## config.mk

```make
export PLATFORM = sky130hd
export DESIGN_NAME = uart_rx_flat
export DESIGN_NICKNAME = d
export VERILOG_FILES = /design/src/rtl/uart_pkg.sv /design/src/rtl/uart_rx_if.sv /design/src/rtl/sync2.sv /design/src/rtl/uart_rx.sv /design/src/flat_wrapper.sv
export SDC_FILE = /design/constraint.sdc
export NUM_CORES = 1
export LEC_CHECK = 0
export CAP_MARGIN = 30
export CORE_ASPECT_RATIO = 0.6
export CORE_MARGIN = 2
export CORE_UTILIZATION = 40
export DETAILED_ROUTE_END_ITERATION = 8
export GPL_ROUTABILITY_DRIVEN = 0
export PLACE_DENSITY = 0.59
export SYNTH_ARGS = -nofsm -noshare
export SYNTH_HDL_FRONTEND = slang
export SYNTH_SLANG_ARGS = --single-unit
```

## constraint.sdc

```tcl
create_clock -name clk -period 2 [get_ports clk]
set_input_delay 0.4 -clock clk [delete_from_list [all_inputs] [get_ports clk]]
set_output_delay 0.4 -clock clk [all_outputs]
set_load 0.03 [all_outputs]
```

## src/rtl/uart_pkg.sv

```systemverilog
// Shared types and constants for the wireless-hangman UART pair (uart_tx / uart_rx).
package uart_pkg;

  localparam int   FRAME_BITS = 11;
  localparam int   DATA_BITS  = 8;
  localparam logic IDLE_LEVEL = 1'b1;

  typedef enum logic [2:0] {
    IDLE   = 3'd0,
    START  = 3'd1,
    DATA   = 3'd2,
    PARITY = 3'd3,
    STOP   = 3'd4,
    DONE   = 3'd5,
    BREAK  = 3'd6
  } rx_state_t;

  typedef enum logic [2:0] {
    TX_IDLE   = 3'd0,
    TX_START  = 3'd1,
    TX_DATA   = 3'd2,
    TX_PARITY = 3'd3,
    TX_STOP   = 3'd4
  } tx_state_t;

  // Parity bit that makes data plus parity carry an even number of ones.
  function automatic logic even_parity_bit(input logic [DATA_BITS-1:0] data);
    return ^data;
  endfunction

endpackage

```

## src/rtl/uart_rx_if.sv

```systemverilog
// Receiver-side bundle: the serial line in, the delivered byte and its status out.
// The master modport is the receiver itself; the slave modport is the line driver / game logic.
interface uart_rx_if;

  logic       rx_serial;
  logic [7:0] rx_byte;
  logic       rx_valid;
  logic       parity_err;
  logic       framing_err;
  logic       rx_busy;

  modport master (
    input  rx_serial,
    output rx_byte,
    output rx_valid,
    output parity_err,
    output framing_err,
    output rx_busy
  );

  modport slave (
    output rx_serial,
    input  rx_byte,
    input  rx_valid,
    input  parity_err,
    input  framing_err,
    input  rx_busy
  );

endinterface

```

## src/rtl/sync2.sv

```systemverilog
// Two-flop synchroniser for an asynchronous single-bit input.
// Both flops reset to RESET_VAL so an idle line does not look like an edge after reset.
module sync2 #(
  parameter logic RESET_VAL = 1'b1
) (
  input  logic clk,
  input  logic nRst,
  input  logic d,
  output logic q
);

  logic meta;

  // Shift the raw input through two flops before anything else looks at it.
  always_ff @(posedge clk or negedge nRst) begin
    if (!nRst) begin
      meta <= RESET_VAL;
      q    <= RESET_VAL;
    end else begin
      meta <= d;
      q    <= meta;
    end
  end

endmodule

```

## src/rtl/uart_rx.sv

```systemverilog
// UART receiver: start, 8 data bits LSB first, even-parity bit, stop.
// Each bit is sampled once, at mid-bit, from the synchronised line.
// Bytes with parity or framing errors are still delivered; the flags tell the consumer.
// Clkperbaud must be at least 4 and match the transmitter.
module uart_rx
  import uart_pkg::*;
#(
  parameter int Clkperbaud = 1250
) (
  input  logic      clk,
  input  logic      nRst,
  uart_rx_if.master bus
);

  localparam int CNT_W = $clog2(Clkperbaud);

  localparam logic [CNT_W-1:0] HALF_LAST = CNT_W'(Clkperbaud / 2 - 1);
  localparam logic [CNT_W-1:0] BIT_LAST  = CNT_W'(Clkperbaud - 1);
  localparam logic [2:0]       IDX_LAST  = 3'(DATA_BITS - 1);

  rx_state_t        state;
  rx_state_t        state_next;
  logic [CNT_W-1:0] clk_count;
  logic [2:0]       bit_index;
  logic [7:0]       shift_reg;
  logic             par_bit;
  logic             stop_bit;
  logic             rx_s;

  logic [7:0]       rx_byte_q;
  logic             rx_valid_q;
  logic             parity_err_q;
  logic             framing_err_q;

  logic             half_done;
  logic             count_done;
  logic             counting;

  sync2 #(
    .RESET_VAL (IDLE_LEVEL)
  ) u_sync (
    .clk  (clk),
    .nRst (nRst),
    .d    (bus.rx_serial),
    .q    (rx_s)
  );

  assign half_done  = (clk_count == HALF_LAST);
  assign count_done = (clk_count == BIT_LAST);
  assign counting   = (state == START) || (state == DATA) ||
                      (state == PARITY) || (state == STOP);

  // State register.
  always_ff @(posedge clk or negedge nRst) begin
    if (!nRst) begin
      state <= IDLE;
    end else begin
      state <= state_next;
    end
  end

  // Next-state decode; a held-low line after a bad stop parks in BREAK instead of re-arming.
  always_comb begin
    state_next = state;
    case (state)
      IDLE: begin
        if (!rx_s) begin
          state_next = START;
        end
      end
      START: begin
        if (half_done) begin
          state_next = rx_s ? IDLE : DATA;
        end
      end
      DATA: begin
        if (count_done && (bit_index == IDX_LAST)) begin
          state_next = PARITY;
        end
      end
      PARITY: begin
        if (count_done) begin
          state_next = STOP;
        end
      end
      STOP: begin
        if (count_done) begin
          state_next = DONE;
        end
      end
      DONE: begin
        state_next = stop_bit ? IDLE : BREAK;
      end
      BREAK: begin
        if (rx_s) begin
          state_next = IDLE;
        end
      end
      default: begin
        state_next = IDLE;
      end
    endcase
  end

  // Baud and bit counters: cleared on every state change, never counting past the bit end.
  always_ff @(posedge clk or negedge nRst) begin
    if (!nRst) begin
      clk_count <= '0;
      bit_index <= '0;
    end else if (state_next != state) begin
      clk_count <= '0;
      bit_index <= '0;
    end else if ((state == DATA) && count_done) begin
      clk_count <= '0;
      bit_index <= bit_index + 3'd1;
    end else if (counting && !count_done) begin
      clk_count <= clk_count + CNT_W'(1);
    end
  end

  // Mid-bit sampling of data, parity and stop bits.
  always_ff @(posedge clk or negedge nRst) begin
    if (!nRst) begin
      shift_reg <= '0;
      par_bit   <= 1'b0;
      stop_bit  <= 1'b0;
    end else if (count_done) begin
      case (state)
        DATA:    shift_reg[bit_index] <= rx_s;
        PARITY:  par_bit              <= rx_s;
        STOP:    stop_bit             <= rx_s;
        default: ;
      endcase
    end
  end

  // Result registers load on the edge into DONE, so rx_valid and the new byte/flags appear together.
  always_ff @(posedge clk or negedge nRst) begin
    if (!nRst) begin
      rx_byte_q     <= '0;
      rx_valid_q    <= 1'b0;
      parity_err_q  <= 1'b0;
      framing_err_q <= 1'b0;
    end else begin
      rx_valid_q <= 1'b0;
      if ((state == STOP) && count_done) begin
        rx_byte_q     <= shift_reg;
        rx_valid_q    <= 1'b1;
        parity_err_q  <= par_bit ^ even_parity_bit(shift_reg);
        framing_err_q <= ~rx_s;
      end
    end
  end

  assign bus.rx_byte     = rx_byte_q;
  assign bus.rx_valid    = rx_valid_q;
  assign bus.parity_err  = parity_err_q;
  assign bus.framing_err = framing_err_q;
  assign bus.rx_busy     = (state != IDLE);

endmodule

```

## src/flat_wrapper.sv

```systemverilog
// flat-port wrapper written by rule: the top's interface ports become plain ports
module uart_rx_flat import uart_pkg::*;
#(
  parameter int Clkperbaud = 1250
)
  (clk, nRst, bus_rx_serial, bus_rx_byte, bus_rx_valid, bus_parity_err, bus_framing_err, bus_rx_busy);
  uart_rx_if bus_i ();
  input  logic clk;
  input  logic nRst;
  input wire logic [$bits(bus_i.rx_serial)-1:0] bus_rx_serial;
  output wire logic [$bits(bus_i.rx_byte)-1:0] bus_rx_byte;
  output wire logic [$bits(bus_i.rx_valid)-1:0] bus_rx_valid;
  output wire logic [$bits(bus_i.parity_err)-1:0] bus_parity_err;
  output wire logic [$bits(bus_i.framing_err)-1:0] bus_framing_err;
  output wire logic [$bits(bus_i.rx_busy)-1:0] bus_rx_busy;
  assign bus_i.rx_serial = bus_rx_serial;
  assign bus_rx_byte = bus_i.rx_byte;
  assign bus_rx_valid = bus_i.rx_valid;
  assign bus_parity_err = bus_i.parity_err;
  assign bus_framing_err = bus_i.framing_err;
  assign bus_rx_busy = bus_i.rx_busy;
  uart_rx #(.Clkperbaud(Clkperbaud)) u_core (.clk(clk), .nRst(nRst), .bus(bus_i));
endmodule
```

### After elaboration in Yosys (flattened, before gate mapping)

Index checks and enable logic that the tools add are counted.
Widths: inputs -> output; s select.

* flip-flop bits (word level): 40
* input bits: 3
* output and inout bits: 12
* word-level logic and storage cells: 63

* $add $sub $neg: 2
* $lt $le $gt $ge: 2
* equality and inequality tests: 10
* muxes and demuxes: 18
* bitwise gates (word level): 2
* reductions and logical operators: 17

Operator list (number)
* $mux 11: 3
* $mux 3: 9
* $pmux 3 s7: 1
* $eq 3x3->1 const B: 4
* $add 11x1->11 const B: 1
* $eq 11x10->1 const B: 1
* $eq 11x11->1 const B: 1
* $bwmux 8: 1
* $reduce_xor 8->1: 1
* $eq 3x2->1 const B: 2
* $reduce_and 2->1: 3
* $reduce_bool 3->1: 2
* $logic_and 1x1->1: 5
* $lt 3x4->1 const B: 1
* $add 3x1->3 const B: 1
* $demux 1 s3: 1
* $eq 3x1->1 const B: 1
* $ge 3x1->1 const B: 1
* $logic_not 3->1: 1
* $logic_or 1x1->1: 3
* $ne 3x3->1: 1
* $mux 1: 2
* $mux 2: 1
* $reduce_bool 2->1: 1
* 3 further kinds: 3

### Logic depth before layout (Yosys ltp)

* depth after elaboration: 8
* depth in mapped cells: 8
* gate-level depth less buffers: 7

### By module

Synthesis repeated with hierarchy kept, for this count alone.

* cells, all modules: 205
* area total of the unflattened synthesis: 2110.8 um2

Modules (own cells, without submodules)
* uart_rx: times used 1, cells each 203, area an instance 2058.2 um2, seq. area each 950.9 um2
* sync2: times used 1, cells each 2, area an instance 52.6 um2, seq. area each 52.6 um2

### Least setup slack after synthesis

Ideal clock, no wire load.

* kind: reg2reg
* start: register u_core.clk_count[4]
* end: register u_core.shift_reg[2]
* library setup time: 0.128 ns
* arrival time: 1.898 ns
* required time: 1.872 ns
* slack: -0.025 ns
* stages on the path, launching flop included: 6
* path buffers: 0
* clock period less this slack: 2.025 ns
* cell sequence: dfrtp_1 and4bb_1 nand4_4 or3_4 nor4b_4 mux2_1

* longest elaborated chain between the ends: 2

RTL lines
* start: declaration: RTL line uart_rx.sv:23 `logic [CNT_W-1:0] clk_count;`
* start signal: assignment: RTL line uart_rx.sv:117 `clk_count <= clk_count + CNT_W'(1);`
* $eq 11x11->1: RTL line uart_rx.sv:49 `assign count_done = (clk_count == BIT_LAST);`
* $reduce_and 2->1 (no source line)
* end signal: indexed assignment: RTL line uart_rx.sv:129 `DATA: shift_reg[bit_index] <= rx_s;`
* end: declaration: RTL line uart_rx.sv:25 `logic [7:0] shift_reg;`

Every way passes these cells.
A chain may end at the register's enable or synchronous reset.

### Worst setup path in the final report

* start: register u_core.state[0]
* end: output bus_rx_busy

* longest elaborated chain between the ends: 1

RTL lines
* start: declaration: RTL line uart_rx.sv:21 `rx_state_t state;`
* start signal: assignment: RTL line uart_rx.sv:58 `state <= state_next;`
* $reduce_bool 3->1: RTL line uart_rx.sv:159 `assign bus.rx_busy = (state != IDLE);`
* end: declaration: RTL line flat_wrapper.sv:15 `output wire logic [$bits(bus_i.rx_busy)-1:0] bus_rx_busy;`

Every way passes these cells.

==> results.json <==
{
  "largest_reg_flops": 11,
  "finalHoldViolCount": 0,
  "firstDrtPassIters": 5,
  "die_height_um": 60.5,
  "finalSetupTns_ns": 0,
  "finalMaxSlewViolations": 0,
  "core_area_um2": 5080,
  "post_cts_buffers": 0,
  "ios": 15,
  "avgSynthCellArea_um2": 10.9,
  "worstSetupPathType": "register to output port",
  "via_count": 1536,
  "peakVddDrop_uv": 387,
  "finalCritPeriodShare": 0.967,
  "area_growth_pct": 21.9,
  "ctsRootBufferMaster": "clkbuf_8",
  "async_flop_share": 1.00,
  "grt_max_degree": 24,
  "syn_area_um2": 2120,
  "skew_ns": 0.00968,
  "grt_pass1_wl_um": 7530,
  "p_leak_nw": 1.13,
  "cts_tree": "yes",
  "cp_data_required_time_ns": 1.60,
  "startpoint_type": "register",
  "nets": 235,
  "drt_wl_total_um": 4380,
  "overflow": 0,
  "setup_viol": 0,
  "synth.distinct_cells": 40,
  "hold_path_class": "input port to asynchronous set/reset pin",
  "synth_cells": 195,
  "drt-wirelength-per-cell_um": 14.9,
  "syn-num-nets": 203,
  "ant_nets": 0,
  "clkLatencyLatePin_ns": 0.29,
  "timing.fmax_mhz": 517,
  "fin_area_um2": 2590,
  "grt_pass1_vias": 1480,
  "arrival_ns": 1.53,
  "ys_seq_area_frac": 0.472,
  "die_w_um": 98.1,
  "drive_gt1_frac": 0.263,
  "relSlewSlack": 0.677,
  "floorplan.rows": 20,
  "port_buffers": 14,
  "drcViolationCount": 0,
  "cp_max_fo": 5,
  "antenna_found_initial": 0,
  "clk_pin_slew_ns": 0.08,
  "synth-seq-cells": 40,
  "drt_iter0_markers": 101,
  "tightestPinTransition_ns": 0.484,
  "dpl.hpwl_um": 3290,
  "fin_util": 0.510,
  "grt_util_all_layers": 0.166,
  "synth_top_area_cell": "dfrtp_1",
  "maxCapViolCount": 0,
  "rsz0062_at_grt": "true",
  "start_util": 0.418,
  "num_antenna_cells": 0,
  "synth_area_leaders": "dfrtp_1, mux2_2, xnor2_1",
  "outcome": "complete, no violations",
  "pwr_density_cell_nw_per_um2": 537,
  "yosys_warnings": 0,
  "clock_sinks": 40,
  "end_kind": "output port",
  "fp.dieArea_um2": 5930,
  "htreeDepth": 2,
  "cts_made_buffers": 5,
  "total_power_mw": 1.39,
  "yosysTopAreaCellShare": 0.448,
  "cts_hold_buf": 0,
  "viasPerCell": 5.22,
  "clockBufferDepth": 2,
  "min_period_ns": 1.93,
  "place_area_um2": 2480,
  "synth-main-ff-cell": "dfrtp_1",
  "synth_edf_count": 0
}
## cell type report
cell class,count,area (µm²)
fillers,464,2490
multi-input cells,140,1080
flip-flops and latches,40,1000
repair buffers,36,312
clock buffers,6,82.6
well taps,66,82.6
inverters,4,15.0
clock inverters,2,10.0
## synthesized netlist by cell type, types with 3 or more instances
master,instances
o21ai_0,5
nor3_1,18
ha_1,5
nand2_1,12
inv_1,4
and4_1,4
clkbuf_1,8
mux2_2,17
xor2_1,5
a21oi_1,9
nor2b_1,5
dfrtp_1,38
mux2i_1,3
nor2_1,9
nand4_1,5
nand3_1,3
and2_1,3
xnor2_1,14
## power by group
| part | switching [mW] | internal (mW) | leakage [nW] |
|---|---|---|---|
| Combinational | 0.0180 | 0.00759 | 0.541 |
| Sequential | 0.00510 | 0.812 | 0.535 |
| Clock | 0.272 | 0.275 | 0.0510 |
## path summary, 6_finish.rpt
check	to	slack [ns]	depth (start not counted)	startpoint
setup / recovery	bus_rx_busy	0.07	2	u_core.state[0]$_DFF_PN0_
hold / removal	u_core.bus.framing_err$_DFFE_PN0P_	0.06	1	nRst
min in group clk	u_core.u_sync.q$_DFF_PN1_	0.36	0	u_core.u_sync.meta$_DFF_PN1_
hold reg to reg	u_core.u_sync.q$_DFF_PN1_	0.36	0	u_core.u_sync.meta$_DFF_PN1_
setup reg to reg	u_core.shift_reg[1]$_DFFE_PN0P_	0.08	6	u_core.clk_count[1]$_DFFE_PN0P_
max in group asynchronous	u_core.bus.rx_byte[0]$_DFFE_PN0P_	1.45	2	nRst
## worst max-delay path, stage by stage, from the launching register on
cell,delay [ns]
dfrtp_1,0.44
or3_1,0.44
dlygate4sd2_1,0.38
## logic make-up after synthesis
group,count (synthesis),share of synthesized area
XOR/XNOR,19,0.0783
AO/OA/AOI/OAI,21,0.0607
adder cells (fa/ha/maj),5,0.0294
flip-flops,40,0.472
buffers and inverters,15,0.0271
AND/OR/NAND/NOR,74,0.223
multiplexers,21,0.110
## metrics by stage
stage	hold slack, ns	setup slack (ns)	cells
floorplan	0.104	0.0169	195
global placement	0.347	0.0612	286
detailed placement	0.347	0.0341	286
CTS	0.0648	0.0264	294
global route	0.0749	-0.00366	294
finish	0.0576	0.0663	294
## per-layer routing
metal | vias to the layer above | global-route usage | wire, µm
li1 | 763 | - | -
met1 | 733 | 0.261 | 2400
met2 | 36 | 0.224 | 1680
met3 | 4 | 0.0380 | 274
met4 | 0 | 0.0476 | 29
met5 | - | 0 | 0
## layout by cell type, fill, tap and decap left out, drive strengths merged, types with 2 or more instances in the layout
| cell type | count |
|---|---|
| inv | 4 |
| clkbuf | 6 |
| xor2 | 5 |
| o21ai | 6 |
| and2 | 3 |
| mux2i | 3 |
| a21oi | 9 |
| nand2 | 12 |
| buf | 23 |
| nor3 | 20 |
| ha | 5 |
| nand4 | 6 |
| clkinv | 2 |
| nor2b | 5 |
| dfstp | 2 |
| mux2 | 18 |
| clkdlybuf4s50 | 12 |
| nor2 | 9 |
| nand4b | 2 |
| nand3 | 3 |
| xnor2 | 14 |
| o211a | 2 |
| dfrtp | 38 |
| and4 | 4 |
| or3 | 2 |
| nor4b | 3 |
## repair_timing
item	4_1_cts	5_1_grt
resized for setup	1	5
pin swaps	0	1
setup endpoints to repair	1	14
(Power assumes the default switching activity.)
